===== config.mk =====
export PLATFORM = sky130hd
export DESIGN_NAME = multicycle_control_unit
export DESIGN_NICKNAME = d
export VERILOG_FILES = /design/src/rtl/mcu_pkg.sv /design/src/rtl/mcu_decode.sv /design/src/rtl/multicycle_control_unit.sv
export SDC_FILE = /design/constraint.sdc
export NUM_CORES = 1
export LEC_CHECK = 0
export BUFFER_PORTS_ARGS = -buffer_cell sky130_fd_sc_hd__clkbuf_2
export CORE_MARGIN = 2
export CORE_UTILIZATION = 34
export DETAILED_ROUTE_END_ITERATION = 8
export PLACE_DENSITY = 0.75
export SYNTH_ARGS = -nofsm -noshare
export SYNTH_HDL_FRONTEND = slang
export SYNTH_SLANG_ARGS = --single-unit

===== constraint.sdc =====
create_clock -name clk -period 2.1 [get_ports clk]
set_input_delay 0.42 -clock clk [delete_from_list [all_inputs] [get_ports clk]]
set_output_delay 0.42 -clock clk [all_outputs]
set_load 0.01 [all_outputs]

===== src/rtl/mcu_pkg.sv =====
// mcu_pkg -- shared types and constants for the multicycle control unit.
//   state_t        : FSM state encoding (also exported on the debug port)
//   instr_class_t  : instruction class produced by mcu_decode
//   OP_*           : opcode values (zero-extended to 32 bits for comparison)
//   ALU_*          : 4-bit ALU operation codes driven in EXEC
package mcu_pkg;

    typedef enum logic [2:0] {
        S_IDLE   = 3'd0,
        S_FETCH  = 3'd1,
        S_DECODE = 3'd2,
        S_EXEC   = 3'd3,
        S_MEM    = 3'd4,
        S_WB     = 3'd5,
        S_TRAP   = 3'd6
    } state_t;

    typedef enum logic [3:0] {
        CLS_RTYPE,
        CLS_STORE,
        CLS_LOAD,
        CLS_IMM,
        CLS_BRANCH,
        CLS_JUMP,
        CLS_JAL,
        CLS_JR,
        CLS_ILLEGAL
    } instr_class_t;

    localparam logic [31:0] OP_RTYPE = 32'h0;
    localparam logic [31:0] OP_SW    = 32'h1;
    localparam logic [31:0] OP_LW    = 32'h2;
    localparam logic [31:0] OP_ADDI  = 32'h3;
    localparam logic [31:0] OP_ANDI  = 32'h4;
    localparam logic [31:0] OP_ORI   = 32'h5;
    localparam logic [31:0] OP_BEQ   = 32'h6;
    localparam logic [31:0] OP_BNE   = 32'h7;
    localparam logic [31:0] OP_BGE   = 32'h8;
    localparam logic [31:0] OP_BGT   = 32'h9;
    localparam logic [31:0] OP_BLE   = 32'hA;
    localparam logic [31:0] OP_BLT   = 32'hB;
    localparam logic [31:0] OP_J     = 32'hC;
    localparam logic [31:0] OP_JAL   = 32'hD;
    localparam logic [31:0] OP_JR    = 32'hE;

    localparam logic [3:0] ALU_NONE = 4'b0000;
    localparam logic [3:0] ALU_R    = 4'b0010;
    localparam logic [3:0] ALU_AND  = 4'b0011;
    localparam logic [3:0] ALU_OR   = 4'b0100;
    localparam logic [3:0] ALU_BEQ  = 4'b0101;
    localparam logic [3:0] ALU_BNE  = 4'b0110;
    localparam logic [3:0] ALU_BGE  = 4'b0111;
    localparam logic [3:0] ALU_BGT  = 4'b1000;
    localparam logic [3:0] ALU_BLE  = 4'b1001;
    localparam logic [3:0] ALU_BLT  = 4'b1010;

endpackage


===== src/rtl/mcu_decode.sv =====
// mcu_decode -- purely combinational opcode decoder.
//   opcode   in  OPCODE_W  latched opcode
//   cls      out           instruction class
//   alu_code out  4        ALU operation code used in EXEC
//   legal    out  1        opcode is one of the defined instructions
module mcu_decode
    import mcu_pkg::*;
#(
    parameter int OPCODE_W = 6
) (
    input  logic [OPCODE_W-1:0] opcode,
    output instr_class_t        cls,
    output logic [3:0]          alu_code,
    output logic                legal
);

    logic [31:0] op_ext;

    // NOTE: every combinational output gets a default first, so no path
    // through the case statement can leave a value held (no latch).
    always_comb begin
        op_ext                 = '0;
        op_ext[OPCODE_W-1:0]   = opcode;
        cls                    = CLS_ILLEGAL;
        alu_code               = ALU_NONE;
        case (op_ext)
            OP_RTYPE: begin cls = CLS_RTYPE;  alu_code = ALU_R;   end
            OP_SW:          cls = CLS_STORE;
            OP_LW:          cls = CLS_LOAD;
            OP_ADDI:        cls = CLS_IMM;
            OP_ANDI:  begin cls = CLS_IMM;    alu_code = ALU_AND; end
            OP_ORI:   begin cls = CLS_IMM;    alu_code = ALU_OR;  end
            OP_BEQ:   begin cls = CLS_BRANCH; alu_code = ALU_BEQ; end
            OP_BNE:   begin cls = CLS_BRANCH; alu_code = ALU_BNE; end
            OP_BGE:   begin cls = CLS_BRANCH; alu_code = ALU_BGE; end
            OP_BGT:   begin cls = CLS_BRANCH; alu_code = ALU_BGT; end
            OP_BLE:   begin cls = CLS_BRANCH; alu_code = ALU_BLE; end
            OP_BLT:   begin cls = CLS_BRANCH; alu_code = ALU_BLT; end
            OP_J:           cls = CLS_JUMP;
            OP_JAL:         cls = CLS_JAL;
            OP_JR:          cls = CLS_JR;
            default:        cls = CLS_ILLEGAL;
        endcase
        legal = (cls != CLS_ILLEGAL);
    end

endmodule


===== src/rtl/multicycle_control_unit.sv =====
// multicycle_control_unit -- FSM sequencing a multicycle datapath.
// Optional feature: define ILLEGAL_OP_TRAP_EN to send undefined opcodes to
// TRAP (illegal_op held until trap_ack); otherwise they execute as a NOP.
// Ports:
//   clk, rst_n            clock, async active-low reset
//   instr                 instruction register contents (opcode sampled in DECODE)
//   mem_ready             memory transfer complete (FETCH / MEM only)
//   trap_ack              trap acknowledge (TRAP only)
//   ir_write, pc_write    IR load, unconditional PC update
//   iord                  memory address select (0 = PC, 1 = ALU result)
//   branch, jump          conditional PC update, jump target select
//   mem_read, mem_write   memory strobes
//   mem_to_reg, pc_to_reg write-back source selects
//   alusrc, reg_write     immediate operand, register file write
//   reg_dest              write destination select
//   aluop                 ALU operation (zero-extended, 0 outside EXEC)
//   illegal_op            trap pending
//   state                 current state, for debug
module multicycle_control_unit
    import mcu_pkg::*;
#(
    parameter int INSTR_W    = 32,
    parameter int OPCODE_W   = 6,
    parameter int OPCODE_LSB = 26,
    parameter int ALUOP_W    = 4
) (
    input  logic               clk,
    input  logic               rst_n,
    input  logic [INSTR_W-1:0] instr,
    input  logic               mem_ready,
    input  logic               trap_ack,
    output logic               ir_write,
    output logic               pc_write,
    output logic               iord,
    output logic               branch,
    output logic [1:0]         jump,
    output logic               mem_read,
    output logic               mem_write,
    output logic               mem_to_reg,
    output logic               pc_to_reg,
    output logic               alusrc,
    output logic               reg_write,
    output logic [1:0]         reg_dest,
    output logic [ALUOP_W-1:0] aluop,
    output logic               illegal_op,
    output logic [2:0]         state
);

    state_t              state_q;
    logic [OPCODE_W-1:0] opcode_q;
    // Set on the first edge after reset release so IDLE lasts one full
    // cycle and the first FETCH lands on the second rising edge.
    logic                run_q;

    instr_class_t cls;
    logic [3:0]   alu_code;
    logic         legal;

    // Only the opcode field of instr is consumed here; trap_ack is only
    // consumed when the trap feature is built in.
    logic unused_inputs;
    assign unused_inputs = ^{instr, trap_ack};

    mcu_decode #(.OPCODE_W(OPCODE_W)) u_decode (
        .opcode   (opcode_q),
        .cls      (cls),
        .alu_code (alu_code),
        .legal    (legal)
    );

    // NOTE: sequential state uses non-blocking assignments so every flop
    // samples pre-edge values regardless of statement order.
    always_ff @(posedge clk or negedge rst_n) begin
        if (!rst_n) begin
            state_q  <= S_IDLE;
            opcode_q <= '0;
            run_q    <= 1'b0;
        end else begin
            run_q <= 1'b1;
            case (state_q)
                S_IDLE:   if (run_q) state_q <= S_FETCH;
                S_FETCH:  if (mem_ready) state_q <= S_DECODE;
                S_DECODE: begin
                    opcode_q <= instr[OPCODE_LSB +: OPCODE_W];
                    state_q  <= S_EXEC;
                end
                S_EXEC: begin
                    if (!legal) begin
`ifdef ILLEGAL_OP_TRAP_EN
                        state_q <= S_TRAP;
`else
                        state_q <= S_FETCH;
`endif
                    end else begin
                        case (cls)
                            CLS_RTYPE, CLS_IMM:  state_q <= S_WB;
                            CLS_LOAD, CLS_STORE: state_q <= S_MEM;
                            default:             state_q <= S_FETCH;
                        endcase
                    end
                end
                S_MEM: begin
                    if (mem_ready)
                        state_q <= (cls == CLS_LOAD) ? S_WB : S_FETCH;
                end
                S_WB: state_q <= S_FETCH;
                S_TRAP: begin
`ifdef ILLEGAL_OP_TRAP_EN
                    if (trap_ack) state_q <= S_FETCH;
`else
                    state_q <= S_FETCH;
`endif
                end
                default: state_q <= S_IDLE;
            endcase
        end
    end

    // Outputs decode the registered state and opcode; the only input that
    // reaches an output is mem_ready, which qualifies the FETCH-complete
    // strobes in the cycle the memory returns the instruction.
    always_comb begin
        ir_write   = 1'b0;
        pc_write   = 1'b0;
        iord       = 1'b0;
        branch     = 1'b0;
        jump       = 2'b00;
        mem_read   = 1'b0;
        mem_write  = 1'b0;
        mem_to_reg = 1'b0;
        pc_to_reg  = 1'b0;
        alusrc     = 1'b0;
        reg_write  = 1'b0;
        reg_dest   = 2'b00;
        aluop      = '0;
        illegal_op = 1'b0;
        state      = state_q;
        case (state_q)
            S_FETCH: begin
                mem_read = 1'b1;
                if (mem_ready) begin
                    ir_write = 1'b1;
                    pc_write = 1'b1;
                end
            end
            S_EXEC: begin
                aluop[3:0] = alu_code;
                case (cls)
                    CLS_STORE, CLS_LOAD, CLS_IMM: alusrc = 1'b1;
                    CLS_BRANCH: branch = 1'b1;
                    CLS_JUMP: begin
                        alusrc   = 1'b1;
                        pc_write = 1'b1;
                        jump     = 2'b01;
                    end
                    CLS_JAL: begin
                        alusrc    = 1'b1;
                        pc_write  = 1'b1;
                        jump      = 2'b01;
                        reg_write = 1'b1;
                        pc_to_reg = 1'b1;
                        reg_dest  = 2'b10;
                    end
                    CLS_JR: begin
                        alusrc   = 1'b1;
                        pc_write = 1'b1;
                        jump     = 2'b10;
                    end
                    default: ;
                endcase
            end
            S_MEM: begin
                iord      = 1'b1;
                mem_read  = (cls == CLS_LOAD);
                mem_write = (cls == CLS_STORE);
            end
            S_WB: begin
                reg_write  = 1'b1;
                reg_dest   = (cls == CLS_RTYPE) ? 2'b01 : 2'b00;
                mem_to_reg = (cls == CLS_LOAD);
            end
            S_TRAP: begin
`ifdef ILLEGAL_OP_TRAP_EN
                illegal_op = 1'b1;
`endif
            end
            default: ;
        endcase
    end

endmodule

# Yosys cells after proc, flatten, opt, wreduce, memory -nomap -nowiden
# Cells that the tools add are included.
[op_classes]
n_addsub = 0
mul = 0
div = 0
magnitude_cmp = 0
n_eq_ne = 31
shift = 0
n_mux = 30
n_bitwise = 0
n_reduce_logical = 12
[op_table]
columns = ["cell", "count"]
rows = [
  ["6-bit by 4-bit == test with 1-bit output, second input constant", 7],
  ["4-bit case mux with 9 select lines", 1],
  ["4-bit case mux with 8 select lines", 1],
  ["6-bit by 3-bit == test with 1-bit output, second input constant", 4],
  ["3-bit case mux with 6 select lines", 1],
  ["4-bit by 3-bit == test with 1-bit output, second input constant", 4],
  ["3-bit two-way mux", 5],
  ["1-bit two-way mux", 13],
  ["6-bit by 2-bit == test with 1-bit output, second input constant", 2],
  ["6-bit OR reduction", 2],
  ["3-bit == test, second input constant", 3],
  ["4-bit by 2-bit == test with 1-bit output, second input constant", 2],
  ["2-bit case mux with 2 select lines", 2],
  ["2-bit OR reduction", 4],
  ["3-bit by 2-bit == test with 1-bit output, second input constant", 2],
  ["6-bit by 1-bit == test with 1-bit output, second input constant", 1],
  ["6-bit logical NOT", 1],
  ["2-bit != test, second input constant", 3],
  ["1-bit case mux with 2 select lines", 3],
  ["3-bit case mux with 2 select lines", 1],
  ["3-bit OR reduction", 2],
  ["4-bit by 1-bit == test with 1-bit output, second input constant", 1],
  ["4-bit logical NOT", 1],
  ["2-bit two-way mux", 2],
  ["5 further kinds", 5],
]
[totals]
register_bits = 10
latch_bits = 0
ram_bits = 0
rom_bits = 0
inputBits = 36
output_inout_bits = 22
mem_count = 0

# Logic depth before layout (Yosys ltp)
# Gate-level depths: netlist (run 1).
[logic_depth]
depth_word = 8
depth_mapped = 5

# Hierarchy
# Synthesis (run 1) repeated with hierarchy kept, for this count alone.
[unflattened]
cells_unflattened = 91
hier_area_um2 = 785.8
[by_module_without_submodules]
columns = ["module", "instances", "cells_per_inst", "area_each_um2", "seq_area_each_um2"]
rows = [
  ["multicycle_control_unit", 1, 64, 619.3, 250.2],
  ["mcu_decode", 1, 27, 166.4, 0.0],
]

# Worst setup path after synthesis (run 1)
# Ideal clock, no wire load.
[synth_timing]
path_kind = "register to output"
start = "register opcode_q[3]"
end = "output port mem_read"
arrival_ps = 1749
required_ps = 1680
slack_ps = -69
stages_incl_launch_ff = 5
cell_sequence = "dfrtp_1 -> buf_6 -> or4_4 -> or4b_1 -> a21oi_1"
[synth_via]
elab_chain_cells = 5
[synth_lines]
columns = ["element", "line_no", "source"]
rows = [
  ["start, declared", "multicycle_control_unit.sv:50", "logic [OPCODE_W-1:0] opcode_q;"],
  ["start signal, assigned", "multicycle_control_unit.sv:84", "opcode_q <= instr[OPCODE_LSB +: OPCODE_W];"],
  ["6-bit by 3-bit == test with 1-bit output, or another cell as far along", "mcu_decode.sv:26", "case (op_ext)"],
  ["6-bit OR reduction (no line) / 3-bit OR reduction (equally long branches)", "-", ""],
  ["4-bit case mux with 8 select lines *", "mcu_decode.sv:26", ""],
  ["4-bit by 2-bit == test with 1-bit output *", "multicycle_control_unit.sv:174", "mem_read = (cls == CLS_LOAD);"],
  ["1-bit case mux with 2 select lines *", "multicycle_control_unit.sv:138", "case (state_q)"],
  ["end, declared", "multicycle_control_unit.sv:37", "output logic mem_read,"],
]
# Every way passes the cells marked *; elsewhere a longest branch is shown, timed or not.

# Worst setup path in the final report (run 1)
[layout_timing]
start = "register opcode_q[4]"
end = "output port mem_read"
# Same word-level chain as after synthesis.

==> results of run 1 <==
==> cell usage in the layout, fill, tap and decap left out, types with 4 or more instances in the layout <==
| master | n |
|---|---|
| a21oi_2 | 4 |
| buf_2 | 15 |
| buf_4 | 12 |
| clkbuf_2 | 14 |
| dfrtp_1 | 10 |
| mux2_2 | 6 |
| nand2b_1 | 6 |
| nor2_1 | 6 |
==> worst max path at each step <==
stage                       startpoint  endpoint  slack, ns  depth (start not counted)
6_report       opcode_q[4]$_DFFE_PN0P_  mem_read      -0.24                          4
5_1_grt        opcode_q[4]$_DFFE_PN0P_  mem_read      -0.29                          4
4_1_cts        opcode_q[3]$_DFFE_PN0P_  mem_read      -0.26                          4
3_5_place_dp   opcode_q[3]$_DFFE_PN0P_  mem_read       0.02                          4
3_3_place_gp   opcode_q[3]$_DFFE_PN0P_  mem_read       0.02                          4
2_1_floorplan  opcode_q[3]$_DFFE_PN0P_  mem_read      0.008                          4
==> metrics by stage <==
stage                     util, %  hold WS, ns  instance area [µm²]
after floorplan                 -       0.1244                733.2
final                       56.88      0.01566                 1139
after CTS                   50.94      0.01130                 1020
after global routing        56.88      0.01283                 1139
after detailed placement    46.63       0.2947                933.4
after global placement      46.63       0.2911                933.4
==> routing by layer <==
layer  share of wire [%]  GRT usage (%)  up-vias  wire length (µm)
met3                 4.2          3.571        0                86
met4                   0          5.405        0                 0
met1                  44          20.67      354               897
met5                   0              0        -                 0
li1                    -              -      374                 -
met2                  52          25.44       20              1064
==> timing repair <==
action,CTS,global route
buffers inserted,1,5
pin swaps,2,11
gates resized for setup,11,31
gates cloned,1,0
endpoints found under the setup margin,15,15
==> registers in the layout (all words and copies together), names as in the netlist <==
name and cells:
opcode_q 6, run_q 1, state 3
==> cells by family after synthesis <==
group | Yosys count | share of synthesized area [%]
and+or+nand+nor | 38 | 31.05
xor gates and xnor gates | 1 | 1.201
DFF | 10 | 34.31
other | 2 | 1.030
muxes | 7 | 10.63
buffers and inverters | 9 | 6.859
AOI/OAI and AO/OA | 17 | 14.92
==> worst max-delay path, delay by kind of cell, from the launching register on <==
family                 cells  cell delay, ns
flip-flops                 1            0.38
AND/OR/NAND/NOR            2            1.03
buffers and inverters      1            0.13
AO/OA/AOI/OAI              1            0.12
==> report_power, final <==
group | switching (W) | internal (W) | leakage [nW] | total (W)
Combinational | 0.000558 | 0.000461 | 0.403 | 0.00102
Clock | 0.0000582 | 0.0000658 | 0.0138 | 0.000124
Sequential | 0.0000719 | 0.000275 | 0.121 | 0.000347
==> final cells by class <==
class / instances / area share (%)
clock buffers: 3 / 1.978
inverters: 1 / 0.3297
multi-input cells: 65 / 49.12
flip-flops and latches: 10 / 21.98
well taps: 27 / 2.967
repair buffers: 44 / 23.63
==> Yosys cell counts, types with 2 or more instances <==
master     n
dfrtp_1   10
a21oi_1    6
mux2_2     6
nand2b_1   6
nor2_1     6
nor3_1     6
nand2_1    5
clkbuf_1   4
o21ai_0    3
and2b_1    2
buf_4      2
conb_1     2
nor2b_1    2
==> metrics.txt, run 1 <==
Cells after Synth 84; sequential area share after synthesis between 30% and 40%; first-pass GRT wire length slightly above 3 mm; worst setup path class reg -> out; Final ANT Viol Nets 0; max capacitance violation total 0; RD Place Congestion 0.7810; dpl cells about 140; WP data required 1.68 ns; peak supply drop 0.7321 mV; ant diodes 0; Syn Area/Cell 8.684 µm²; Syn-to-layout area delta 56.09%; status finished, violations left; CTS Hold Bufs 0; Worst setup EP type output pin; post-synthesis cell area about 730 µm²; antenna violations before repair 0; drt pass-1 iters 4; buffers added on ports 29; Period minus WS final 2.345 ns; die height roughly 50 µm; failing checks setup timing; setup_tns -1.248 ns; Fin. Hold Viols 0; Seq cells post-synth 10; Final Cycle Share 111.6%; reg2reg path depth 4; register area roughly 250 µm²; RSZ-0062 raised after global routing true; yosys warns 0; H-tree depth 1; synth top area cells dfrtp_1 (34%), mux2_2 (9.3%), nand2b_1 (5.1%); core area about 2000 µm²; Lkg Pwr around 0.54 nW; layout cells sized above 1 between 50% and 60%; f_max approximately 430 MHz; die area 2532 µm²; Final WS setup -0.2446 ns; asr flop ratio synth 100.0%; initial DRC count 13; final cell count without fillers 150; root buffer cell clkbuf_4; final count of pins violating max slew 0; CTS Buf Count 3; post-synth top area cell dfrtp_1; Die Wd around 50 µm; Setup violations, final 13; reg2reg end opcode_q[2]$_DFFE_PN0P_; Place WS approximately 0.019 ns; syn_nets 120; insertion delay to the later sink of the worst-skew pair around 0.26 ns; clk sinks 10; largest net degree at the start of global routing 14; post-DR wirelength/cell 13.65 µm; CTS max path bufs 2; type of origin of the critical path flip-flop; FILL cells roughly 190; Worst R2R Start state[2]$_DFFE_PN0P_; I/O pin cnt between 50 and 60; Synth top area share about a third; nets approximately 160; TritonCTS clock tree yes; starting density of the core a little over a third; Remaining DRCs 0; Critical-path top delay cell or4_4; Via density between 4 and 5; crit-path max FO 2; Yosys cell types 37; Remaining Overflow, GRT 0; Hold Path Class in -> async; DP HPWL between 1 and 1.5 mm; EDFF count, synth 0; CP max stage delay around 0.54 ns; CP cell instances or4_4 -> or4b_4 -> a21oi_2 -> buf_2; std cell rows 16; reg2reg setup slack 0.48 ns; ys flop type dfrtp_1; clk slew on worst S/H paths approximately 0.060 ns; Critical Path AT between 1.5 and 2 ns; worst clock skew between 0.004 and 0.005 ns; via count 748; Final Power between 0.001 and 0.0015 W; multi-input logic area between 500 and 600 µm²; vias in the first global route ~660; overall routing resource usage 15.76%; Cell Pwr Density approximately 1300 nW/µm²; routed wire length about 2.0 mm
No activity file was read; power rests on OpenSTA's default activity.
==> run 2, diff against run 1 <==
CORE_UTILIZATION = 30   (was 34)
CTS_CLUSTER_DIAMETER = 50   (was not set)
PLACE_DENSITY = 0.67   (was 0.75)
==> run 2 against run 1 <==
The run still ends with setup timing left. First-iteration DRC count unchanged. Sequential share of layout area up 1.9 points. Design area down 7.8%. Total power down 6.2%. Count of clock-buffer cells in the layout up 1. Worst setup slack worse by 0.031 ns. Critical path depth unchanged. Via count up 0.40%. Flip-flop and latch count unchanged. Critical path type unchanged. Largest cell class unchanged. Largest power group unchanged.
==> metrics.txt, run 2 (synthesis results as in run 1) <==
Die Wd 53.31 µm (+5.9%); peak supply drop 0.7444 mV (+1.7%); vias in the first global route 671 (+2.0%); failing checks setup timing; std cell rows 17 (+1); Lkg Pwr 0.4755 nW (-11%); Biggest register opcode_q; nets 155 (-3.7%); Setup violations, final 6 (-7); Final ANT Viol Nets 0 (unchanged); setup_tns -0.3212 ns (+0.9271 ns); Cell Pwr Density 1332 nW/µm² (+1.7%); overall routing resource usage 14.74% (-1.0 points); reg2reg setup slack 0.45 ns (-0.03 ns); Worst setup EP type output pin; largest net degree at the start of global routing 14 (unchanged); buffers added on ports 29 (unchanged); post-DR wirelength/cell 13.05 µm (-4.4%); WP data required 1.68 ns (about the same); Largest register FFs 6 (unchanged); Remaining DRCs 0 (unchanged); reg2reg path depth 4 (unchanged); critical path buffer and inverter count 1 (unchanged); worst setup path class reg -> out; reg2reg end opcode_q[0]$_DFFE_PN0P_; max capacitance violation total 0 (unchanged); Hold Path Class in -> async; CP max stage delay 0.55 ns (about the same); final cell count without fillers 146 (-2.7%); Syn-to-layout area delta 43.91%; I/O pin cnt 58 (unchanged); clk slew on worst S/H paths 0.07 ns (about the same); Via density 5.144 (+3.2%); CP cell instances or4_4 -> or4b_4 -> a21oi_2 -> buf_2; starting density of the core 32.35% (-4.1 points); antenna violations before repair 0 (unchanged); f_max 421.0 MHz (-1.3%); RSZ-0062 raised after global routing true; root buffer cell clkbuf_4; die area 2842 µm² (+12%); worst clock skew 0.0006896 ns (-0.004141 ns); initial DRC count 13 (unchanged); status finished, violations left; final count of pins violating max slew 0 (unchanged); commonest non-fill, non-tap cell in the layout clkbuf_2; ant diodes 0 (unchanged); RD Place Congestion 0.7789 (-0.27%); Worst R2R Start state[2]$_DFFE_PN0P_; H-tree depth 1 (unchanged); layout cells sized above 1 52.54% (-6.8 points); Remaining Overflow, GRT 0 (unchanged); via count 751 (+0.40%); crit-path max FO 3 (+1); Critical Path AT 1.96 ns (+0.04 ns); CTS Buf Count 3 (unchanged); Period minus WS final 2.375 ns (+0.03083 ns); Fin. Hold Viols 0 (unchanged); routed wire length 1.905 mm (-7.0%); Final WS setup -0.2754 ns (-0.03083 ns); clk sinks 10 (unchanged); dpl cells 142 (+0.71%); Place WS 0.001576 ns (-0.01724 ns); Final Cycle Share 113.1% (+1.5 points); insertion delay to the later sink of the worst-skew pair 0.26 ns (about the same); DP HPWL 1.432 mm (+9.2%); most frequent cells in the layout clkbuf_2 (24), dfrtp_1 (10), buf_4 (8); drt pass-1 iters 4 (unchanged); core area 2255 µm² (+13%); Critical-path top delay cell or4_4; CTS max path bufs 2 (unchanged); setup bufs post-CTS 0 (-1); type of origin of the critical path flip-flop; CP top delay family simple AND/OR/NAND/NOR gates; TritonCTS clock tree yes; first-pass GRT wire length 3.042 mm (-0.23%); die height 53.31 µm (+5.9%)
==> run 2: changes by cell type in the layout (fill, tap and decap cells not counted), moves of 2 or more <==
cell / before / now
a21oi_1: 2 / 5
nor3_4: 3 / 0
nor3_1: 0 / 2
buf_4: 12 / 8
buf_6: 3 / 1
a21oi_2: 4 / 1
buf_2: 15 / 5
clkbuf_2: 14 / 24
==> run 2: final cells by class <==
class | count | area, µm²
well taps | 28 | 35.03
repair buffers | 38 | 216.5
multi-input cells | 65 | 508.0
inverters | 1 | 3.754
flip-flops and latches | 10 | 250.2
clock buffers | 4 | 36.28
fillers | 242 | 1205
==> run 2: through the flow <==
step	hold slack (ns)	instance area, µm²	util (%)	total power, W
after floorplan	0.1244	733.2	-	0.0008712
after global placement	0.2907	934.6	41.45	0.001084
after detailed placement	0.3018	934.6	41.45	0.001120
after CTS	0.01121	1021	45.28	0.001360
after global routing	0.01671	1050	46.56	0.001503
final	0.01504	1050	46.56	0.001398
==> run 2: timing repair <==
item                       in CTS  in global routing
pin swaps                       0                  1
gates resized for setup         9                 10
hold buffers                    0                  0
setup endpoints to repair      15                 15
==> run 2: worst max path at each step <==
stage	startpoint	to	slack [ns]	cells past startpoint
2_1_floorplan	opcode_q[3]$_DFFE_PN0P_	mem_read	0.008	4
3_3_place_gp	opcode_q[3]$_DFFE_PN0P_	mem_read	0.02	4
3_5_place_dp	opcode_q[3]$_DFFE_PN0P_	mem_read	0.002	4
4_1_cts	opcode_q[3]$_DFFE_PN0P_	mem_read	-0.29	4
5_1_grt	opcode_q[3]$_DFFE_PN0P_	mem_read	-0.34	4
6_report	opcode_q[3]$_DFFE_PN0P_	mem_read	-0.28	4
==> run 2: where the power goes <==
part	leakage, nW	switching, W	total (W)	internal, W
combinational	0.334	0.000483	0.000878	0.000395
sequential	0.121	0.0000725	0.000348	0.000275
clock	0.0210	0.0000675	0.000173	0.000105
total	0.475	0.000623	0.00140	0.000775
==> run 2: worst reg2reg max path, delay by kind of cell, from the launching register on <==
kind / cells / cell delay (ns)
muxes: 1 / 0.40
buffers and inverters: 1 / 0.19
DFF: 1 / 0.42
and+or+nand+nor: 2 / 0.53
==> run 2: routing by layer <==
layer	up-vias	wire length [µm]	global-route usage (%)
met3	2	76	3.107
met2	18	943	22.22
met1	366	867	19.66
met5	-	0	0
met4	0	17	7.265
li1	365	-	-
==> run 3, diff against run 2 <==
CORE_MARGIN = 10   (was 2)
CORE_UTILIZATION = 34   (was 30)
PLACE_DENSITY = 0.75   (was 0.67)
==> run 3 against run 2 <==
The run still ends with setup timing left. Sequential share of layout area is 1.8 points lower. Global-route usage decreased by 4.6 points. Clock skew rose by 0.0029 ns. Total power increased by 8.1%. Non-clock buffer count grew 3. Sequential power hardly changed. Count of clock-buffer cells in the layout is the same. Largest cell class unchanged. Combinational power up 13%. Via count increased by 2.3%.
==> metrics.txt, run 3 (synthesis results as in run 1) <==
max capacitance violation total 0 (unchanged); Final WS setup -0.2532 ns (+0.02226 ns); Critical Path AT 1.93 ns (-0.03 ns); final core occ 56.63% (+10 points); post-DR wirelength/cell 15.10 µm (+16%); die area 4398 µm² (+55%); Hold Path Class in -> async; Lkg Pwr 0.5386 nW (+13%); NetSw 0.0006907 W (+11%); nets 158 (+1.9%); starting density of the core 36.44% (+4.1 points); Place WS -0.0003787 ns (-0.001954 ns); insertion delay to the later sink of the worst-skew pair 0.27 ns (about the same); Remaining Overflow, GRT 0 (unchanged); CTS Buf Count 3 (unchanged); via count 768 (+2.3%); clk sinks 10 (unchanged); Setup violations, final 13 (+7); FILL cells 193 (-20%); Syn-to-layout area delta 55.40%; status finished, violations left; f_max 425.0 MHz (+0.95%); H-tree depth 1 (unchanged); CTS max path bufs 2 (unchanged); Clock power frac 11.6% (-0.7 points); Worst R2R Start state[2]$_DFFE_PN0P_; Worst setup EP type output pin; first-pass GRT wire length 3.532 mm (+16%); ant diodes 0 (unchanged); vias in the first global route 802 (+20%); reg2reg setup slack 0.44 ns (about the same); core area 2002 µm² (-11%); largest net degree at the start of global routing 14 (unchanged); reg2reg path depth 4 (unchanged); WP data required 1.68 ns (about the same); layout cells sized above 1 58.68% (+6.1 points); proportion of power drawn by flip-flops and latches 22.8% (-2.1 points); buffers added on ports 29 (unchanged); peak supply drop 0.7711 mV (+3.6%); Biggest register opcode_q; commonest non-fill, non-tap cell in the layout clkbuf_2; DP HPWL 1.614 mm (+13%); drt pass-1 iters 5 (+1); TritonCTS clock tree yes; antenna violations before repair 0 (unchanged); Cell Pwr Density 1333 nW/µm² (about the same); Fin. Hold Viols 0 (unchanged); routed wire length 2.235 mm (+17%); overall routing resource usage 10.12% (-4.6 points); switch share 45.71% (+1.2 points); Via density 5.189 (+0.88%); type of origin of the critical path flip-flop; Die Wd 66.32 µm (+24%); I/O pin cnt 58 (unchanged); Largest register FFs 6 (unchanged); WHS 0.005258 ns (-0.009781 ns); most frequent cells in the layout clkbuf_2 (16), buf_2 (13), dfrtp_1 (10); failing checks setup timing; Period minus WS final 2.353 ns (-0.02226 ns); clk slew on worst S/H paths 0.07 ns (about the same); CP max stage delay 0.54 ns (about the same); Final ANT Viol Nets 0 (unchanged); internal power 0.0008204 W (+5.8%); initial DRC count 23 (+10); placed cell area 933.4 µm² (-0.13%); Final Power 0.001511 W (+8.1%); final count of pins violating max slew 0 (unchanged); crit-path max FO 3 (unchanged); Logic pwr share 65.6% (+2.8 points); reg2reg end opcode_q[0]$_DFFE_PN0P_; worst setup path class reg -> out; Final Cycle Share 112.1% (-1.1 points); root buffer cell clkbuf_4; worst clock skew 0.003574 ns (+0.002884 ns); Finished Cell Area 1134 µm² (+8.0%); std cell rows 16 (-1); die height 66.32 µm (+24%); CP cell instances or4_4 -> or4b_4 -> a21oi_2 -> buf_2; RD Place Congestion 0.7993 (+2.6%); Remaining DRCs 0 (unchanged); Critical-path top delay cell or4_4; RSZ-0062 raised after global routing true
run 3: cell count changes in the layout (fill, tap and decap cells not counted), sizes merged:
cell    change
clkbuf      -8
buf        +11
run 3: worst max path at each step:
stage               cells after the start       end                    start  slack, ns
floorplan                               4  mem_read  opcode_q[3]$_DFFE_PN0P_      0.008
global placement                        4  mem_read  opcode_q[3]$_DFFE_PN0P_       0.02
detailed placement                      4  mem_read  opcode_q[3]$_DFFE_PN0P_    -0.0004
CTS                                     4  mem_read  opcode_q[4]$_DFFE_PN0P_      -0.27
global route                            4  mem_read  opcode_q[4]$_DFFE_PN0P_      -0.32
finish                                  4  mem_read  opcode_q[4]$_DFFE_PN0P_      -0.25
run 3: timing repair:
action,CTS,global route
setup buffers,0,2
pin swaps,1,6
gates cloned,0,1
hold buffers,0,0
endpoints found under the setup margin,15,14
gates resized for setup,11,30
run 3: worst max-delay path, delay by kind of cell, from the launching register on:
| kind | cells | cell delay (ns) |
|---|---|---|
| DFF | 1 | 0.38 |
| buffers and inverters | 1 | 0.13 |
| AOI/OAI and AO/OA | 1 | 0.11 |
| and+or+nand+nor | 2 | 1.04 |
run 3: per-layer routing:
metal  global-route usage [%]  part of all wire [%]  vias to the layer above
met5                        0                     0                        -
met1                    10.42                    39                      372
met2                    17.70                    52                       23
met4                    3.927                   1.3                        0
li1                         -                     -                      368
met3                    4.237                   7.9                        5
run 3: layout make-up:
type                       instances  area (µm²)  area share [%]
multi-input combinational         65       559.3           49.34
timing repair buffer              41       250.2           22.08
tap                               27       33.78           2.980
sequential                        10       250.2           22.08
clock buffer                       4       36.28           3.201
inverter                           1       3.754          0.3311
run 3: metrics by stage:
| stage | instances | setup TNS, ns |
|---|---|---|
| floorplan | 84 | 0 |
| global placement | 141 | 0 |
| detailed placement | 141 | -0.0003787 |
| CTS | 145 | -0.2761 |
| global route | 148 | -2.525 |
| finish | 148 | -1.363 |
run 3: power by group through the flow:
| stage | Sequential, W | Clock [W] | Combinational [W] |
|---|---|---|---|
| 4_1_cts | 0.000340 | 0.000182 | 0.000842 |
| 6_report | 0.000345 | 0.000175 | 0.000991 |
| 5_1_grt | 0.000356 | 0.000194 | 0.00108 |
| 3_3_place_gp | 0.000334 | 0 | 0.000747 |
| 3_5_place_dp | 0.000342 | 0 | 0.000773 |
| 2_1_floorplan | 0.000346 | 0 | 0.000525 |
